$ cat config.mk
export PLATFORM = sky130hd
export DESIGN_NAME = uart_tx_arbiter
export DESIGN_NICKNAME = d
export VERILOG_FILES = /design/src/rtl/uart_tx_arbiter.sv
export SDC_FILE = /design/constraint.sdc
export NUM_CORES = 1
export LEC_CHECK = 0
export ABC_AREA = 1
export CAP_MARGIN = 20
export CORE_ASPECT_RATIO = 1.25
export CORE_MARGIN = 2
export CORE_UTILIZATION = 54
export DETAILED_ROUTE_END_ITERATION = 16
export PLACE_DENSITY = 0.86
export SYNTH_ARGS = -nofsm -noshare
export SYNTH_HDL_FRONTEND = slang
export SYNTH_SLANG_ARGS = --single-unit
$ cat constraint.sdc
create_clock -name clk -period 3.9 [get_ports clk]
set_input_delay 0.78 -clock clk [delete_from_list [all_inputs] [get_ports clk]]
set_output_delay 0.78 -clock clk [all_outputs]
set_load 0.005 [all_outputs]
$ cat src/rtl/uart_tx_arbiter.sv
// uart_tx_arbiter: round-robin sharing of one uart_tx between NUM_REQ byte requesters,
// with a watchdog that abandons a grant whose tx_done never arrives.
module uart_tx_arbiter #(
  parameter int NUM_REQ     = 4,
  parameter int TIMEOUT_CYC = 200000,
  parameter int ID_W        = $clog2(NUM_REQ)
) (
  input  logic                 clk,
  input  logic                 rst,
  input  logic [NUM_REQ-1:0]   i_req,
  input  logic [8*NUM_REQ-1:0] i_data,
  output logic [NUM_REQ-1:0]   o_ack,
  output logic [NUM_REQ-1:0]   o_done,
  output logic                 o_timeout,
  output logic [ID_W-1:0]      o_grant_id,
  output logic                 o_busy,
  output logic                 o_tx_start,
  output logic [7:0]           o_tx_din,
  input  logic                 i_tx_busy,
  input  logic                 i_tx_done
);
  localparam int WD_W = $clog2(TIMEOUT_CYC + 1);
  typedef enum logic [1:0] {IDLE, START, WAIT} state_t;
  state_t          state_q;
  logic [WD_W-1:0] wd_q;
  logic [ID_W-1:0] last_q, win_d;
  // Scan downward so the nearest requester after last_q is the final (winning) write.
  always_comb begin
    win_d = last_q;
    for (int k = NUM_REQ; k >= 1; k--)
      if (i_req[ID_W'((int'(last_q) + k) % NUM_REQ)]) win_d = ID_W'((int'(last_q) + k) % NUM_REQ);
  end
  always_ff @(posedge clk or negedge rst) begin
    if (!rst) begin
      state_q    <= IDLE;
      wd_q       <= '0;
      last_q     <= ID_W'(NUM_REQ - 1);
      o_ack      <= '0;
      o_done     <= '0;
      o_timeout  <= 1'b0;
      o_tx_start <= 1'b0;
      o_busy     <= 1'b0;
      o_tx_din   <= '0;
      o_grant_id <= '0;
    end else begin
      o_ack      <= '0;
      o_done     <= '0;
      o_timeout  <= 1'b0;
      o_tx_start <= 1'b0;
      case (state_q)
        IDLE: if (|i_req && !i_tx_busy) begin
          state_q    <= START;
          o_busy     <= 1'b1;
          o_ack      <= NUM_REQ'(1) << win_d;
          o_tx_din   <= i_data[{win_d, 3'b000} +: 8];
          o_grant_id <= win_d;
        end
        START: begin
          state_q    <= WAIT;
          o_tx_start <= 1'b1;
          wd_q       <= '0;
        end
        WAIT: begin
          wd_q <= wd_q + WD_W'(1);
          if (i_tx_done) begin
            o_done  <= NUM_REQ'(1) << o_grant_id;
            last_q  <= o_grant_id;
            state_q <= IDLE;
            o_busy  <= 1'b0;
          end else if (wd_q == WD_W'(TIMEOUT_CYC - 1)) begin
            o_timeout <= 1'b1;
            last_q    <= o_grant_id;
            state_q   <= IDLE;
            o_busy    <= 1'b0;
          end
        end
        default: state_q <= IDLE;
      endcase
    end
  end
endmodule
==> key figures, run 1 <==
Die
  • Die area: 0.00534 mm^2
  • Die Y: 81.2 um
  • I/O pin count: 61
  • Core region area: 0.00466 mm^2
  • Rows: 28
  • Die width: between 60 and 70 um
  • Initial cell density of the core: between 50% and 60%

Synthesis
  • Yosys warning total: 0
  • Mapped Cells: approximately 350
  • Mapped Area: 0.00257 mm^2
  • Share of the synthesized area in the top cell type: 39.9%
  • Number of flops mapped to enable cells by yosys: 0
  • Count leader, synth: nand2_1
  • Synth area leaders: dfrtp_1 (40%), nand2_1 (13%), nand3_1 (9.3%)
  • Largest area contributor in the netlist: dfrtp_1
  • Ys async rst share: 100%
  • Post-Syn Area per Cell: approximately 7.3 um^2
  • Netlist cell types: 33
  • Top_reg_cell synth: dfrtp_1
  • Sequential fraction of the synthesis area: a little over two fifths
  • Top cells by count, synth: nand2_1 (90), inv_1 (59), nand3_1 (48)
  • Yosys reg bits: 43
  • Synth Net Count: between 300 and 400

Setup path
  • WP data required: 4.08 ns
  • Flop-to-flop setup slack: around 1.7 ns
  • Slowest CP cell: clkdlybuf4s50_1
  • Crit-path cells: clkdlybuf4s50_1, inv_1, nand2_1, nand3_2, nand2_1, inv_2, nand2_2, nand3_4, nand2_2, nand2_1, nand3_1, nand2_1, nand2_1, nand2_1
  • Critical path data arrival time: roughly 2.4 ns
  • Worst Setup Start Kind: input pin
  • Critical Path Sink Type: flop
  • Critical setup path kind: input pin to flop
  • CP peak stage delay: about 0.49 ns
  • Crit-path max FO: 18
  • Most used cell, CP: nand2_1

Clock network
  • H-tree level count: 2
  • CTS tree: yes
  • Skew-Pair Late Insertion Delay: a little under 0.3 ns
  • Post-CTS Setup Bufs: 0
  • Cts bufs inserted: 5
  • PostCTS Resize Cnt: 0
  • Clk sinks: 43
  • Clk root buf: clkbuf_8
  • CTS clk-pin slew, worst paths: 0.08 ns
  • CTS Hold Bufs: 0
  • Clock buffer depth: 2

Finish
  • # diodes: 0
  • Nets: 459
  • Area Growth Syn to Fin: 28.6%
  • Area of the multi-input gates: 0.00119 mm^2
  • Register area: around 0.0011 mm^2
  • Layout cells sized above 1: 9.13%
  • Fill cells: about 360

Route
  • Vias per std cell: 5.10
  • Routed vias: 2429
  • Routed wire per std cell: ~12 um
  • Antenna Violating Nets Remaining: 0
  • WL final: 5.76 mm
  • Drt pass-1 iters: 4
  • Starting DRT DRC Count: 121
  • # DRC: 0

Placed design
  • PortBufs: 60
  • GP Congestion: between 0.8 and 0.9
  • Pre-CTS WS: between 1 and 1.5 ns
  • Detailed Place HPWL: 4.46 mm

Power and ir drop
  • P_sw: ~0.95 mW
  • PwrDens: around 660 mW/mm^2
  • Sw frac: a little over two fifths
  • Sequential power share: around 30%
  • VDD IR max: 0.513 mV
  • Combinational power share: between 50% and 60%
  • Final Power: 2.17 mW
  • Leakage: between 1.5 and 2 nW
  • Pint: 1.23 mW
  • Clock power share: between 10% and 20%

STA
  • RSZ-0062 raised after global routing: no
  • Slew at the pin closest to its max-slew limit: just under 0.9 ns
  • Finish-stage setup viols: 0
  • Slew Viols, Final: 0
  • Final Hold Viols: 0
  • Worst-case clock skew: approximately 0.0065 ns
  • Setup tns final: 0 ns
  • Post-layout min period: 2.26 ns
  • Max Freq: about 440 MHz
  • Setup WS post-layout: approximately 1.6 ns
  • Max_slew headroom: between 40% and 50%
  • Final period utilization: between 50% and 60%

Global route
  • Largest net degree at the start of global routing: 44
  • Vias in the first global route: 2366
  • GRT Total Usage: approximately 23%
  • Global-route wire length before repair: slightly below 10 mm
  • GRT overflow: 0
  • Initial antenna violation count: 0

Run status
  • Outcome: complete, no violations

Run
  • Max-cap violation count: 0

Hold path
  • Worst Hold Class: flop to flop
[cell type report]
| class | count | area share [%] |
|---|---|---|
| Sequential cell | 43 | 32.6 |
| Inverter | 64 | 7.49 |
| Clock inverter | 2 | 1.06 |
| Clock buffer | 6 | 2.50 |
| Timing Repair Buffer | 61 | 18.2 |
| Multi-Input combinational cell | 240 | 35.9 |
| Tap cell | 60 | 2.27 |
[cell families (layout without fill, tap and decap cells)]
logic type               Yosys count  in the layout  synth area share [%]
XOR/XNOR                           2              2                 0.681
AO/OA/AOI/OAI                     36             36                  7.49
AND/OR/NAND/NOR                  198            198                  36.0
adder cells (fa/ha/maj)            4              4                  1.95
flip-flops                        43             43                  41.9
buffers and inverters             71            133                  11.9
[final timing paths]
kind                                           start                      end  depth (start not counted)
setup / recovery                            i_req[3]  o_tx_din[2]$_DFFE_PN0P_                         14
hold / removal             o_grant_id[1]$_DFFE_PN0P_      o_done[0]$_DFF_PN0_                          1
max in group asynchronous                        rst      wd_q[1]$_DFFE_PN0P_                          1
min in group asynchronous                        rst     wd_q[16]$_DFFE_PN0P_                          1
hold reg to reg            o_grant_id[1]$_DFFE_PN0P_      o_done[0]$_DFF_PN0_                          1
setup reg to reg              state_q[0]$_DFFE_PN0P_     wd_q[15]$_DFFE_PN0P_                         11
[registers in the layout (all words and copies together), names as in the netlist]
| register | count |
|---|---|
| o_busy | 1 |
| o_timeout | 1 |
| state_q | 2 |
| o_tx_start | 1 |
| last_q | 2 |
| o_grant_id | 2 |
| wd_q | 18 |
| o_done | 4 |
| o_tx_din | 8 |
| o_ack | 4 |
[critical path, delay by kind of cell]
kind / cells / cell delay [ns]
simple gates: 11 / 1.05
buf+inv: 3 / 0.59
[placed cells by master, fill, tap and decap left out, types with 2 or more instances in the layout]
master	instances
nand2_1	90
inv_1	59
clkdlybuf4s50_1	59
nand3_1	48
dfrtp_1	41
nor2_1	23
a21oi_1	18
nor3_1	10
o21ai_0	10
nand2_2	9
clkbuf_8	6
nand3_2	4
inv_2	4
nor2_2	4
ha_1	4
a31oi_1	3
nor4_1	3
nand4_1	2
xor2_1	2
o21a_1	2
dfstp_2	2
[power by group through the flow]
stage	clock network, mW	registers, mW	logic [mW]
5_1_grt	0.374	0.664	1.33
6_report	0.352	0.653	1.17
4_1_cts	0.359	0.650	1.17
3_5_place_dp	0	0.653	1.17
2_1_floorplan	0	0.628	0.863
3_3_place_gp	0	0.657	1.13
[through the flow]
step | hold slack [ns] | instances | instance area [um^2] | utilization (%)
detailed placement | 0.475 | 468 | 3190 | 68.5
finish | 0.488 | 476 | 3310 | 71.0
global placement | 0.471 | 468 | 3190 | 68.5
CTS | 0.490 | 476 | 3310 | 71.0
global route | 0.520 | 476 | 3310 | 71.0
floorplan | 0.457 | 354 | 2570 | -
[per-layer routing]
metal	part of all wire (%)	GRT usage, %	routed length, um	up-vias
li1	-	-	-	1242
met1	43	27.0	2450	1104
met2	52	42.7	3020	74
met3	3.8	3.88	220	9
met4	1.1	6.46	66	0
met5	0	0	0	-
(Power assumes the default switching activity.)
==> inputs of run 2 (changes only) <==
--- a/config.mk
+++ b/config.mk
@@ -9,9 +9,9 @@
 export CAP_MARGIN = 20
 export CORE_ASPECT_RATIO = 1.25
 export CORE_MARGIN = 2
-export CORE_UTILIZATION = 54
+export CORE_UTILIZATION = 45
 export DETAILED_ROUTE_END_ITERATION = 16
-export PLACE_DENSITY = 0.86
+export PLACE_DENSITY = 0.76
 export SYNTH_ARGS = -nofsm -noshare
 export SYNTH_HDL_FRONTEND = slang
 export SYNTH_SLANG_ARGS = --single-unit
==> constraint.sdc (replaced) <==
create_clock -name clk -period 2 [get_ports clk]
set_input_delay 0.4 -clock clk [delete_from_list [all_inputs] [get_ports clk]]
set_output_delay 0.4 -clock clk [all_outputs]
set_load 0.005 [all_outputs]
==> run 2 against run 1 <==
Effect of this change: core utilization fell by 6.1 points; wire length increased by 8.0%; largest power group unchanged; worst hold slack worse by 0.33 ns; flip-flop and latch count unchanged; critical path depth grew 1.
==> key figures, run 2 (synthesis results as in run 1) <==
Clock network
  • CTS tree: yes
  • Clk sinks: 43
  • CTS clk-pin slew, worst paths: 0.08 ns
  • Cts bufs inserted: 5
  • Skew-Pair Late Insertion Delay: between 0.2 and 0.3 ns
  • Clk root buf: clkbuf_8
  • Clock buffer depth: 2
  • H-tree level count: 2

Finish
  • Fill cells: about 460
  • Max FFs per register: 18
  • Reg with most FFs: wd_q
  • Area Growth Syn to Fin: 38.3%
  • Most frequent cells in the layout: nand2_1 (86), inv_1 (59), clkdlybuf4s50_1 (59), nand3_1 (46), dfrtp_1 (41)
  • # diodes: 0
  • Finished Cell Area: between 0.003 and 0.004 mm^2
  • Layout cells sized above 1: 15.7%
  • Commonest non-fill, non-tap cell in the layout: nand2_1
  • Nets: roughly 480
  • Top Registers: wd_q: 18 flops, o_tx_din: 8 flops
  • Core Util, Final: 64.9%
  • Fin cells: 504

Power and ir drop
  • PwrDens: 1340 mW/mm^2
  • Final Power: roughly 4.8 mW
  • VDD IR max: between 1 and 1.5 mV
  • Leakage: between 1.5 and 2 nW

Setup path
  • Critical path data arrival time: ~2.1 ns
  • WP data required: 2.19 ns
  • CP peak stage delay: between 0.6 and 0.7 ns
  • Most used cell, CP: nand2_1
  • Slowest CP cell: dfstp_4
  • Flop-to-flop setup slack: roughly 0.074 ns
  • Critical setup path kind: flop to flop
  • Worst Setup Start Kind: flop
  • Crit-path max FO: 8
  • Critical Path Sink Type: flop
  • Crit-path cells: buf_12, inv_8, nand2_2, nand2_1, nand2_1, nand2_1, inv_2, nand2_4, nand2_4, buf_4, nand3_1, nand3_1, nand2_1, nand2_1, nand2_1

STA
  • Slew at the pin closest to its max-slew limit: ~0.53 ns
  • Slew Viols, Final: 0
  • Max_slew headroom: about 65%
  • RSZ-0062 raised after global routing: yes
  • Max Freq: between 500 and 600 MHz
  • Post-layout min period: slightly below 2 ns
  • Finish-stage setup viols: 0
  • Final period utilization: 96.3%
  • Final Hold Viols: 0
  • Setup WS post-layout: 0.0743 ns
  • Worst-case clock skew: around 0.0076 ns

Die
  • Core region area: between 0.005 and 0.006 mm^2
  • Rows: 30
  • Die width: between 70 and 80 um
  • I/O pin count: just over 60
  • Die area: 0.00634 mm^2
  • Die Y: approximately 89 um
  • Initial cell density of the core: between 40% and 50%

Run
  • Max-cap violation count: 0

Global route
  • Initial antenna violation count: 0
  • Vias in the first global route: 2352
  • GRT Total Usage: 20.4%
  • Largest net degree at the start of global routing: 44
  • GRT overflow: 0
  • Global-route wire length before repair: between 10 and 15 mm

Placed design
  • Detailed Place HPWL: between 4 and 5 mm
  • GP Congestion: slightly above 0.8
  • Placed Instances: 490
  • Placed cell areas: between 0.003 and 0.004 mm^2
  • PortBufs: 60
  • Pre-CTS WS: -0.123 ns

Route
  • Antenna Violating Nets Remaining: 0
  • Routed vias: between 2k and 3k
  • # DRC: 0
  • Vias per std cell: between 5 and 6
  • Drt pass-1 iters: 4
  • Routed wire per std cell: 12.3 um
  • WL final: approximately 6.2 mm
  • Starting DRT DRC Count: 170

Run status
  • Outcome: complete, no violations

Hold path
  • Worst Hold Class: input pin to asynchronous set/reset pin
run 2: changes by cell type in the layout (fill, tap and decap cells not counted), sizes merged:
| cell | previous run | this run |
|---|---|---|
| buf | 2 | 25 |
| nand2 | 100 | 101 |
| clkinvlp | 0 | 2 |
| bufinv | 1 | 0 |
| clkbuf | 6 | 5 |
run 2: timing repair:
action | in CTS | in global routing
setup endpoints to repair | 0 | 12
hold buffers | 0 | 0
buffers inserted | 0 | 4
resized for setup | 0 | 16
run 2: layout make-up:
type                       instances  area, um^2  area share (%)
inverter                          64         248            6.96
tap                               64        80.1            2.25
timing repair buffer              84         817            23.0
clock buffer                       5        68.8            1.93
multi-input combinational        241        1240            34.9
sequential                        43        1080            30.4
clock inverter                     3        20.0           0.563
run 2: report_power, final:
group | switching (mW) | leakage (nW) | total [mW] | internal [mW]
Sequential | 0.149 | 0.569 | 1.24 | 1.09
Clock | 0.300 | 0.0402 | 0.543 | 0.243
Combinational | 1.62 | 1.20 | 2.97 | 1.35
Total | 2.07 | 1.81 | 4.76 | 2.69
run 2: final timing paths:
path,start,to,cells past startpoint
max,last_q[0]$_DFFE_PN1P_,o_tx_din[1]$_DFFE_PN0P_,15
min,rst,wd_q[8]$_DFFE_PN0P_,2
max reg2reg,last_q[0]$_DFFE_PN1P_,o_tx_din[1]$_DFFE_PN0P_,15
min reg2reg,o_tx_din[0]$_DFFE_PN0P_,o_tx_din[0]$_DFFE_PN0P_,2
max in group asynchronous,rst,last_q[0]$_DFFE_PN1P_,2
min in group clk,o_tx_din[0]$_DFFE_PN0P_,o_tx_din[0]$_DFFE_PN0P_,2
run 2: per-stage QoR:
stage / setup TNS (ns) / hold slack [ns]
final: 0 / 0.161
after global placement: -0.647 / 0.470
after CTS: 0 / 0.187
after global routing: -0.167 / 0.208
after detailed placement: -0.968 / 0.465
after floorplan: 0 / 0.104
run 2: routing by layer:
metal	vias to the layer above	GRT usage [%]	part of all wire, %
met1	1159	25.8	42
met3	11	3.08	4.4
met2	85	36.3	52
li1	1291	-	-
met5	-	0	0
met4	0	5.83	1.7
run 2: worst max-delay path, delay by kind of cell, from the launching register on:
family                 cells  cell delay [ns]
AND/OR/NAND/NOR           11             0.75
flip-flops                 1             0.63
buffers and inverters      4             0.43
